==> config.mk <==
export PLATFORM = sky130hd
export DESIGN_NAME = imm_narrow
export DESIGN_NICKNAME = d
export VERILOG_FILES = /design/src/rtl/imm_pkg.sv /design/src/rtl/imm_fit.sv /design/src/rtl/imm_narrow.sv
export SDC_FILE = /design/constraint.sdc
export NUM_CORES = 1
export LEC_CHECK = 0
export CAP_MARGIN = 20
export CORE_MARGIN = 1
export CORE_UTILIZATION = 40
export CTS_BUF_LIST = sky130_fd_sc_hd__clkbuf_8
export DETAILED_ROUTE_END_ITERATION = 16
export HOLD_SLACK_MARGIN = 0.15
export PLACE_DENSITY = 0.68
export SYNTH_ARGS = -nofsm -noshare
export SYNTH_HDL_FRONTEND = slang
export SYNTH_SLANG_ARGS = --single-unit
==> constraint.sdc <==
create_clock -name clk -period 4.5 [get_ports clk]
set_input_delay 0.9 -clock clk [delete_from_list [all_inputs] [get_ports clk]]
set_output_delay 0.9 -clock clk [all_outputs]
set_load 0.01 [all_outputs]
==> src/rtl/imm_pkg.sv <==
// Shared constants and buffer state encoding for the immediate narrower.
package imm_pkg;

  localparam int DATA_W = 8;
  localparam int IMM_W  = 5;

  localparam logic signed [IMM_W-1:0] IMM_MAX = 5'sd15;
  localparam logic signed [IMM_W-1:0] IMM_MIN = -5'sd16;

  typedef enum logic [1:0] {
    EMPTY = 2'd0,
    ONE   = 2'd1,
    FULL  = 2'd2
  } buf_state_e;

endpackage

==> src/rtl/imm_fit.sv <==
// Combinational fit test for narrowing a signed value, with saturate or truncate on overflow.
module imm_fit
  import imm_pkg::*;
#(
  parameter int IN_W  = DATA_W,
  parameter int OUT_W = IMM_W,
  parameter bit SAT   = 1'b1
) (
  input  logic [IN_W-1:0]  din_i,
  output logic [OUT_W-1:0] dout_o,
  output logic             ovf_o
);

  logic [IN_W-OUT_W:0] hi;
  logic                fits;

  // The value fits when every bit from the output sign bit upward is a copy of it.
  assign hi    = din_i[IN_W-1:OUT_W-1];
  assign fits  = (&hi) | ~(|hi);
  assign ovf_o = ~fits;

  generate
    if (SAT) begin : g_sat
      always_comb begin
        dout_o = din_i[OUT_W-1:0];
        if (!fits) begin
          dout_o = din_i[IN_W-1] ? {1'b1, {(OUT_W-1){1'b0}}} : {1'b0, {(OUT_W-1){1'b1}}};
        end
      end
    end else begin : g_trunc
      assign dout_o = din_i[OUT_W-1:0];
    end
  endgenerate

endmodule

==> src/rtl/imm_narrow.sv <==
// Signed immediate narrower with valid/ready on both sides and a 2-entry skid buffer.
// Optional overflow counter (clr_cnt/ovf_cnt ports) enabled by defining IMM_NARROW_OVF_CNT_EN.
module imm_narrow
  import imm_pkg::*;
#(
  parameter int IN_W  = DATA_W,
  parameter int OUT_W = IMM_W,
  parameter bit SAT   = 1'b1
) (
  input  logic             clk,
  input  logic             rst_n,
  input  logic             in_valid,
  output logic             in_ready,
  input  logic [IN_W-1:0]  din,
  output logic             out_valid,
  input  logic             out_ready,
  output logic [OUT_W-1:0] dout,
  output logic             ovf
`ifdef IMM_NARROW_OVF_CNT_EN
  ,
  input  logic             clr_cnt,
  output logic [7:0]       ovf_cnt
`endif
);

  buf_state_e       state_q, state_d;
  logic             in_ready_q, in_ready_d;
  logic [OUT_W-1:0] head_dout_q, head_dout_d, skid_dout_q, skid_dout_d;
  logic             head_ovf_q, head_ovf_d, skid_ovf_q, skid_ovf_d;
  logic [OUT_W-1:0] fit_dout;
  logic             fit_ovf;
  logic             acc, drn;

  imm_fit #(
    .IN_W  (IN_W),
    .OUT_W (OUT_W),
    .SAT   (SAT)
  ) u_fit (
    .din_i  (din),
    .dout_o (fit_dout),
    .ovf_o  (fit_ovf)
  );

  assign acc = in_valid & in_ready_q;
  assign drn = (state_q != EMPTY) & out_ready;

  always_comb begin
    state_d     = state_q;
    head_dout_d = head_dout_q;
    head_ovf_d  = head_ovf_q;
    skid_dout_d = skid_dout_q;
    skid_ovf_d  = skid_ovf_q;
    unique case (state_q)
      EMPTY: begin
        if (acc) begin
          state_d     = ONE;
          head_dout_d = fit_dout;
          head_ovf_d  = fit_ovf;
        end
      end
      ONE: begin
        if (acc && !drn) begin
          state_d     = FULL;
          skid_dout_d = fit_dout;
          skid_ovf_d  = fit_ovf;
        end else if (drn && !acc) begin
          state_d = EMPTY;
        end else if (acc && drn) begin
          head_dout_d = fit_dout;
          head_ovf_d  = fit_ovf;
        end
      end
      FULL: begin
        // in_ready is low here, so only a drain can move the buffer.
        if (drn) begin
          state_d     = ONE;
          head_dout_d = skid_dout_q;
          head_ovf_d  = skid_ovf_q;
        end
      end
      default: state_d = EMPTY;
    endcase
    in_ready_d = (state_d != FULL);
  end

  always_ff @(posedge clk or negedge rst_n) begin
    if (!rst_n) begin
      state_q     <= EMPTY;
      in_ready_q  <= 1'b1;
      head_dout_q <= '0;
      head_ovf_q  <= 1'b0;
      skid_dout_q <= '0;
      skid_ovf_q  <= 1'b0;
    end else begin
      state_q     <= state_d;
      in_ready_q  <= in_ready_d;
      head_dout_q <= head_dout_d;
      head_ovf_q  <= head_ovf_d;
      skid_dout_q <= skid_dout_d;
      skid_ovf_q  <= skid_ovf_d;
    end
  end

  assign in_ready  = in_ready_q;
  assign out_valid = (state_q != EMPTY);
  assign dout      = head_dout_q;
  assign ovf       = head_ovf_q;

`ifdef IMM_NARROW_OVF_CNT_EN
  logic [7:0] cnt_q, cnt_d;

  always_comb begin
    cnt_d = cnt_q;
    if (clr_cnt) begin
      cnt_d = '0;
    end else if (drn && head_ovf_q && (cnt_q != 8'hFF)) begin
      cnt_d = cnt_q + 8'd1;
    end
  end

  always_ff @(posedge clk or negedge rst_n) begin
    if (!rst_n) cnt_q <= '0;
    else        cnt_q <= cnt_d;
  end

  assign ovf_cnt = cnt_q;
`endif

endmodule

# Word level (Yosys, flattened, before mapping)
# Index checks and enable logic that the tools add are counted.
# classes
muxes	19
n_eq_ne	8
n_reduce_logical	12
bitwise_logic	5
# op_table
operator	count
5-bit 2-to-1 mux	7
5-bit case mux with 3 select lines	1
2-bit inequality test (second input constant)	6
2-bit 2-to-1 mux	4
2-bit case mux with 3 select lines	1
6-bit AND reduction	1
1-bit 2-to-1 mux	5
4-bit AND reduction	1
4-bit OR reduction	1
1-bit logical AND	3
1-bit case mux with 3 select lines	1
3-bit nonzero test	1
1-bit bitwise AND	2
2-bit by 1-bit == test with 1-bit output (second input constant)	1
2-bit == test (second input constant)	1
1-bit zero test	2
2-bit zero test	1
1-bit NOT	2
2-bit AND reduction	1
2-bit nonzero test	1
1-bit OR	1
# totals
inputBits	12
regBits	15
wordCells	50

# Logic depth before layout (Yosys ltp)
# Gate-level depths: netlist of the first run.
# logic_depth
ltp_word	8
ltp_mapped	5
depth_no_buf	4

# Cells and area by module
# From an unflattened synthesis of the first run, not the netlist that was laid out.
# hier_totals
cells_unflattened	65
hier_area_um2	823.3
# by_module_without_submodules
mod	cells_each	area_each_um2	instances
imm_narrow	47	701.9	1
imm_fit	18	121.4	1

# Worst setup path after synthesis of the first run
# No wires, ideal clock.
# synth_timing
kind	input port to flip-flop
from	input in_valid
to	register head_dout_q[4], in the netlist dout[4]
t_arrival_ns	1.843
required_time_ns	4.381
path_stages	5
setup_ns	0.119
path_slack_ns	2.538
n_path_buf	1
path_cell_list	nand2_1 or3_1 buf_2 o32a_1 o21a_1
# synth_via
elab_chain_len	5
word_cells_on_any_way	10
# synth_lines
element	line_no	rtl
start, declared	imm_narrow.sv:12	input logic in_valid,
1-bit bitwise AND *	imm_narrow.sv:44	assign acc = in_valid & in_ready_q;
1-bit zero test	imm_narrow.sv:66	end else if (drn && !acc) begin
1-bit logical AND	imm_narrow.sv:66	
2-bit inequality test (no line)	--	
6-bit AND reduction (no line) *	--	
end signal, assigned	imm_narrow.sv:97	head_dout_q <= head_dout_d;
end, declared	imm_narrow.sv:28	logic [OUT_W-1:0] head_dout_q, head_dout_d, skid_dout_q, skid_dout_d;
# Mark *: on every way between the ends. The rest lies on a longest branch, timed or not.
# A chain may end at the register's enable or synchronous reset.

# Final worst setup path of the first run
# layout_timing
from	register state_q[1]
to	output out_valid
# layout_via
elab_chain_len	1
# layout_lines
element	line_no	rtl
start, declared	imm_narrow.sv:26	buf_state_e state_q, state_d;
start signal, assigned	imm_narrow.sv:95	state_q <= state_d;
2-bit nonzero test	imm_narrow.sv:105	assign out_valid = (state_q != EMPTY);
end, declared	imm_narrow.sv:15	output logic out_valid,
# No other way between the ends.

==> results of run 1 <==
## Yosys cell counts, drive strengths merged (2+ instances only)
library cell / instances / area share, %
o21ai: 9 / 5.9
a2bb2oi: 4 / 4.6
buf: 2 / 1.3
a21boi: 5 / 4.9
a21oi: 5 / 3.3
nand2: 20 / 10
nor2b: 2 / 1.6
dfrtp: 14 / 46
nand2b: 2 / 1.6
nor2: 7 / 3.4
## logic make-up after synthesis
group / share of synthesized area (%)
DFF: 48.9
AOI/OAI and AO/OA: 24.1
buffers and inverters: 2.28
muxes: 1.30
and+or+nand+nor: 23.4
## worst max-delay path: cells and delay by family (launching register included)
kind	cells	cell delay, ps
buffers and inverters	1	470
flip-flops	1	460
AND/OR/NAND/NOR	1	320
## metrics by stage
stage          setup slack, ps  cell area (sq um)  hold slack (ps)  total power [uW]  utilization, %
2_1_floorplan             2540                769              445               348               -
3_3_place_gp              2030                977              458               445            55.4
3_5_place_dp              2010                977              466               447            55.4
4_1_cts                   2090               1030              481               561            58.2
5_1_grt                   2030               1030              498               592            58.2
6_report                  2100               1030              473               555            58.2
## sequential cells by signal, summed over array words and instances (netlist names)
signal	flops
dout	5
in_ready	1
ovf	1
skid_dout_q	5
skid_ovf_q	1
state_q	2
## worst min path at each step
stage                                      end  depth (start not counted)                        from  slack, ps
detailed placement  skid_dout_q[1]$_DFFE_PN0P_                          2  skid_dout_q[1]$_DFFE_PN0P_        470
global route        skid_dout_q[0]$_DFFE_PN0P_                          2  skid_dout_q[0]$_DFFE_PN0P_        500
CTS                 skid_dout_q[1]$_DFFE_PN0P_                          2  skid_dout_q[1]$_DFFE_PN0P_        480
global placement    skid_dout_q[2]$_DFFE_PN0P_                          2  skid_dout_q[2]$_DFFE_PN0P_        460
finish              skid_dout_q[1]$_DFFE_PN0P_                          2  skid_dout_q[1]$_DFFE_PN0P_        470
floorplan           skid_dout_q[0]$_DFFE_PN0P_                          2  skid_dout_q[0]$_DFFE_PN0P_        440
## final cells by class
class / count / share of cell area [%]
multi-input combinational: 67 / 36.6
clock inverter: 1 / 0.732
timing repair buffer: 19 / 18.5
clock buffer: 3 / 4.02
sequential: 15 / 36.7
tap: 25 / 3.05
inverter: 1 / 0.366
## power groups by stage
stage / Clock (uW) / Combinational [uW] / Sequential (uW)
2_1_floorplan: 0 / 108 / 240
4_1_cts: 114 / 212 / 236
3_5_place_dp: 0 / 211 / 236
6_report: 110 / 210 / 235
5_1_grt: 119 / 231 / 242
3_3_place_gp: 0 / 211 / 234
## routing by layer
layer  routed length [microns]  track usage (%)  share of wire [%]
met5                         0                0                  0
met1                       812             22.9                 52
met4                         0             5.29                  0
met3                        74             7.14                4.7
met2                       681             23.7                 43
==> flow_metrics.py, run 1 <==
metrics = {
    "worst_setup_path": {
        "critPathSlowestCell": "clkdlybuf4s50_1",
        "cp.arrival_ps": 1500,
        "crit_path_end_kind": "output pin",
        "endpoint": "out_valid",
        "critPathMaxStageDelay_ps": 470,
        "r2r_start": "in_ready$_DFF_PN1_",
        "crit_required_ps": 3600,
        "crit_chain": "or2_2 > clkdlybuf4s50_1",
        "worstSetupPathType": "register to output pin",
        "cp_max_fo": 10,
        "crit_start": "state_q[1]$_DFF_PN0_",
        "start_kind": "register",
        "reg2reg_to": "dout[4]$_DFFE_PN0P_",
        "rrSetupSlack_ps": 2850,
        "r2r_cells": 4,
    },
    "floorplanning": {
        "num_io_pins": 20,
        "initial_utilization_pct": 43.6,
        "die-area_sq_um": 2100,
        "die_w_microns": 45.9,
        "die_h_microns": 45.9,
        "fp.coreArea_sq_um": 1760,
        "num_rows": 15,
    },
    "pwr": {
        "p_switching_uw": 175,
        "switching_share_pct": 31.6,
        "pwr-share-clk_pct": 19.9,
        "internal-power_uw": 380,
        "p_seq_share_pct": 42.3,
        "power.leakage_uw": 0.000433,
        "power_density_nw_per_um2": 541,
        "ir_worst_vdd_uv": 292,
        "power_frac_comb_pct": 37.8,
    },
    "drt": {
        "viasPerCell": 5.05,
        "antenna_left": 0,
        "drt-initial-drc-count": 9,
        "drc_errors": 0,
        "wl_mm": 1.57,
        "vias": 662,
        "drtPass1Iterations": 4,
        "wire_per_inst_microns": 12.0,
    },
    "synthesis": {
        "postSynthAreaPerCell_sq_um": 8.95,
        "syn_inst": 86,
        "synth_edf_count": 0,
        "synth_nets": 98,
        "ys_ff_latch": 15,
        "ys.flop_type": "dfrtp_1",
        "yosysSeqAreaShare_pct": 48.9,
        "synth_cell_types": 28,
        "synth_warnings": 0,
        "postSynth.asyncResetShare_pct": 100,
        "synth_area_sq_um": 769,
    },
    "sta": {
        "finalMaxSlewViolations": 0,
        "fmax_mhz": 417,
        "slew_headroom_pct": 55.2,
        "setup_tns_ps": 0,
        "min_period_over_period_pct": 53.3,
        "rsz0062_at_grt": "false",
        "setup_viol": 0,
        "clock_skew_ps": 5.79,
        "worst-slew-pin-transition_ps": 669,
        "hold_violations": 0,
        "min_period_ps": 2400,
    },
    "clock_tree": {
        "cts_repair_resize_count": 0,
        "clkLatencyLatePin_ps": 250,
        "htree_levels": 1,
        "cts_max_path_buffers": 2,
        "cts_setup_buffers": 0,
        "hold_buffers": 0,
        "cts_buffers": 3,
        "cts.sinks": 15,
        "cts-root-buf": "clkbuf_8",
        "clk_pin_slew_ps": 60,
        "tritoncts": "done",
    },
    "run": {
        "drv_cap": 0,
    },
    "global_route": {
        "grt_max_degree": 16,
        "grt_antenna_before_repair": 0,
        "grtUsageTotal_pct": 16.7,
        "grt_pass1_vias": 543,
        "overflow": 0,
        "grt_pass1_wl_mm": 2.41,
    },
    "placed_design": {
        "portBuffers": 19,
        "gp_congestion": 0.770,
        "place_inst": 127,
    },
    "finish": {
        "seqCellArea_sq_um": 377,
        "multi_input_area_sq_um": 375,
        "antenna_cells": 0,
        "final_cells": 131,
        "layout_common_cells": "19 x nand2_1, 19 x clkdlybuf4s50_1, 14 x dfrtp_1, 8 x o21ai_0, 7 x nor2_1",
        "area_delta_synth_final_pct": 33.3,
        "fill_cells": 172,
        "drive_gt1_share_pct": 7.55,
        "nets": 119,
    },
    "min_path": {
        "min_path_type": "register to register",
    },
    "status": {
        "status": "finished, final reports clean",
    },
}
(Power assumes the default switching activity.)
==> run 2, diff against run 1 <==
Settings changed: PLACE_DENSITY 0.68 to 0.7.
Clock period 4.5 ns to 1.9 ns, I/O delays scaled along.
==> run 2 against run 1 <==
Effect of this change: first-iteration DRC count shrank 67%; combinational power rose to 2.5 times the previous value; clock power is 120% higher; sequential power up 140%.
==> flow_metrics.py, run 2 (synthesized netlist as in run 1, its figures left out) <==
metrics = {
    "drt": {
        "drc_errors": 0,
        "wl_mm": 1.83,
        "wire_per_inst_microns": 13.0,
        "antenna_left": 0,
        "drtPass1Iterations": 2,
        "viasPerCell": 5.29,
        "vias": 740,
        "drt-initial-drc-count": 3,
    },
    "clock_tree": {
        "cts.sinks": 15,
        "cts_max_path_buffers": 2,
        "htree_levels": 1,
        "clk_pin_slew_ps": 60,
        "clkLatencyLatePin_ps": 240,
        "cts_setup_buffers": 0,
        "tritoncts": "done",
        "cts_buffers": 3,
        "cts_repair_resize_count": 0,
        "hold_buffers": 0,
        "cts-root-buf": "clkbuf_8",
    },
    "pwr": {
        "p_seq_share_pct": 41.9,
        "pwr-share-clk_pct": 18.3,
        "ir_worst_vdd_uv": 637,
        "power.total_uw": 1340,
        "switching_share_pct": 31.4,
        "power_density_nw_per_um2": 1220,
        "p_switching_uw": 419,
        "internal-power_uw": 916,
        "power_frac_comb_pct": 39.8,
        "power.leakage_uw": 0.000489,
    },
    "floorplanning": {
        "fp.coreArea_sq_um": 1760,
        "die-area_sq_um": 2100,
        "num_io_pins": 20,
        "initial_utilization_pct": 43.6,
        "num_rows": 15,
        "die_w_microns": 45.9,
        "die_h_microns": 45.9,
    },
    "sta": {
        "min_period_over_period_pct": 89.0,
        "worst-slew-pin-transition_ps": 260,
        "setup_tns_ps": 0,
        "setup_viol": 0,
        "hold_violations": 0,
        "clock_skew_ps": 1.39,
        "finalMaxSlewViolations": 0,
        "slew_headroom_pct": 82.5,
        "rsz0062_at_grt": "false",
        "fmax_mhz": 591,
        "min_period_ps": 1690,
    },
    "finish": {
        "layout_common_cells": "19 x nand2_1, 18 x clkdlybuf4s50_1, 13 x dfrtp_1, 9 x buf_4, 8 x o21ai_0",
        "utilization_pct": 62.0,
        "final_cells": 140,
        "drive_gt1_share_pct": 14.8,
        "area_delta_synth_final_pct": 42.1,
        "stdcell_area_sq_um": 1090,
        "antenna_cells": 0,
        "nets": 128,
        "final_common_cell": "nand2_1",
    },
    "worst_setup_path": {
        "crit_chain": "clkdlybuf4s50_1",
        "critPathMaxStageDelay_ps": 540,
        "cp_num_buf_inv": 1,
        "worst-path-stages": 1,
        "crit_required_ps": 1520,
        "start_kind": "register",
        "cp_top_family": "flip-flops",
        "r2r_cells": 5,
        "cp.arrival_ps": 1310,
        "critPathSlowestCell": "dfstp_2",
        "worstSetupPathType": "register to output pin",
        "crit_path_end_kind": "output pin",
        "cp_max_fo": 3,
    },
    "placed_design": {
        "portBuffers": 19,
        "place_inst": 136,
        "gp_congestion": 0.831,
        "hpwl_mm": 1.42,
        "place_area_sq_um": 1040,
    },
    "global_route": {
        "grt_antenna_before_repair": 0,
        "grt_pass1_wl_mm": 2.92,
        "overflow": 0,
        "grt_pass1_vias": 680,
        "grtUsageTotal_pct": 19.6,
        "grt_max_degree": 16,
    },
    "run": {
        "drv_cap": 0,
    },
    "min_path": {
        "min_path_type": "input pin to async pin",
    },
    "status": {
        "status": "finished, final reports clean",
    },
}
## run 2: cell count changes in the layout (fill, tap and decap cells not counted), sizes merged
cell	previous run	this run
buf	0	9
clkdlybuf4s50	19	18
inv	1	2
clkinvlp	1	0
dlymetal6s2s	0	1
## run 2: worst paths after layout
| check | start | endpoint | slack, ps |
|---|---|---|---|
| setup / recovery | in_ready$_DFF_PN1_ | in_ready | 210 |
| hold / removal | rst_n | dout[1]$_DFFE_PN0P_ | 440 |
| setup reg to reg | in_ready$_DFF_PN1_ | skid_dout_q[2]$_DFFE_PN0P_ | 360 |
| hold reg to reg | skid_dout_q[3]$_DFFE_PN0P_ | skid_dout_q[3]$_DFFE_PN0P_ | 480 |
| max in group asynchronous | rst_n | in_ready$_DFF_PN1_ | 1210 |
| min in group clk | skid_dout_q[3]$_DFFE_PN0P_ | skid_dout_q[3]$_DFFE_PN0P_ | 480 |
## run 2: area by class of cell
class	instances	area, sq um
tap	25	31.3
multi-input combinational	67	375
inverter	1	3.75
sequential	15	378
clock inverter	1	3.75
fill	173	671
timing repair buffer	28	260
clock buffer	3	41.3
## run 2: routing by layer
metal	GRT usage, %	share of wire [%]	vias to the layer above
li1	-	-	361
met1	24.6	47	366
met2	33.8	49	11
met3	3.97	3.3	2
met4	5.29	0.55	0
met5	0	0	-
## run 2: stage by stage
stage	hold WS, ps	setup slack, ps
6_report	445	209
5_1_grt	472	166
4_1_cts	456	28.7
3_5_place_dp	472	24.4
3_3_place_gp	461	41.3
2_1_floorplan	84.4	277
## run 2: power groups by stage
stage	sequential (uW)	clock [uW]	combinational, uW
2_1_floorplan	568	0	256
3_3_place_gp	555	0	524
3_5_place_dp	561	0	538
4_1_cts	558	248	539
5_1_grt	579	260	579
6_report	559	245	531
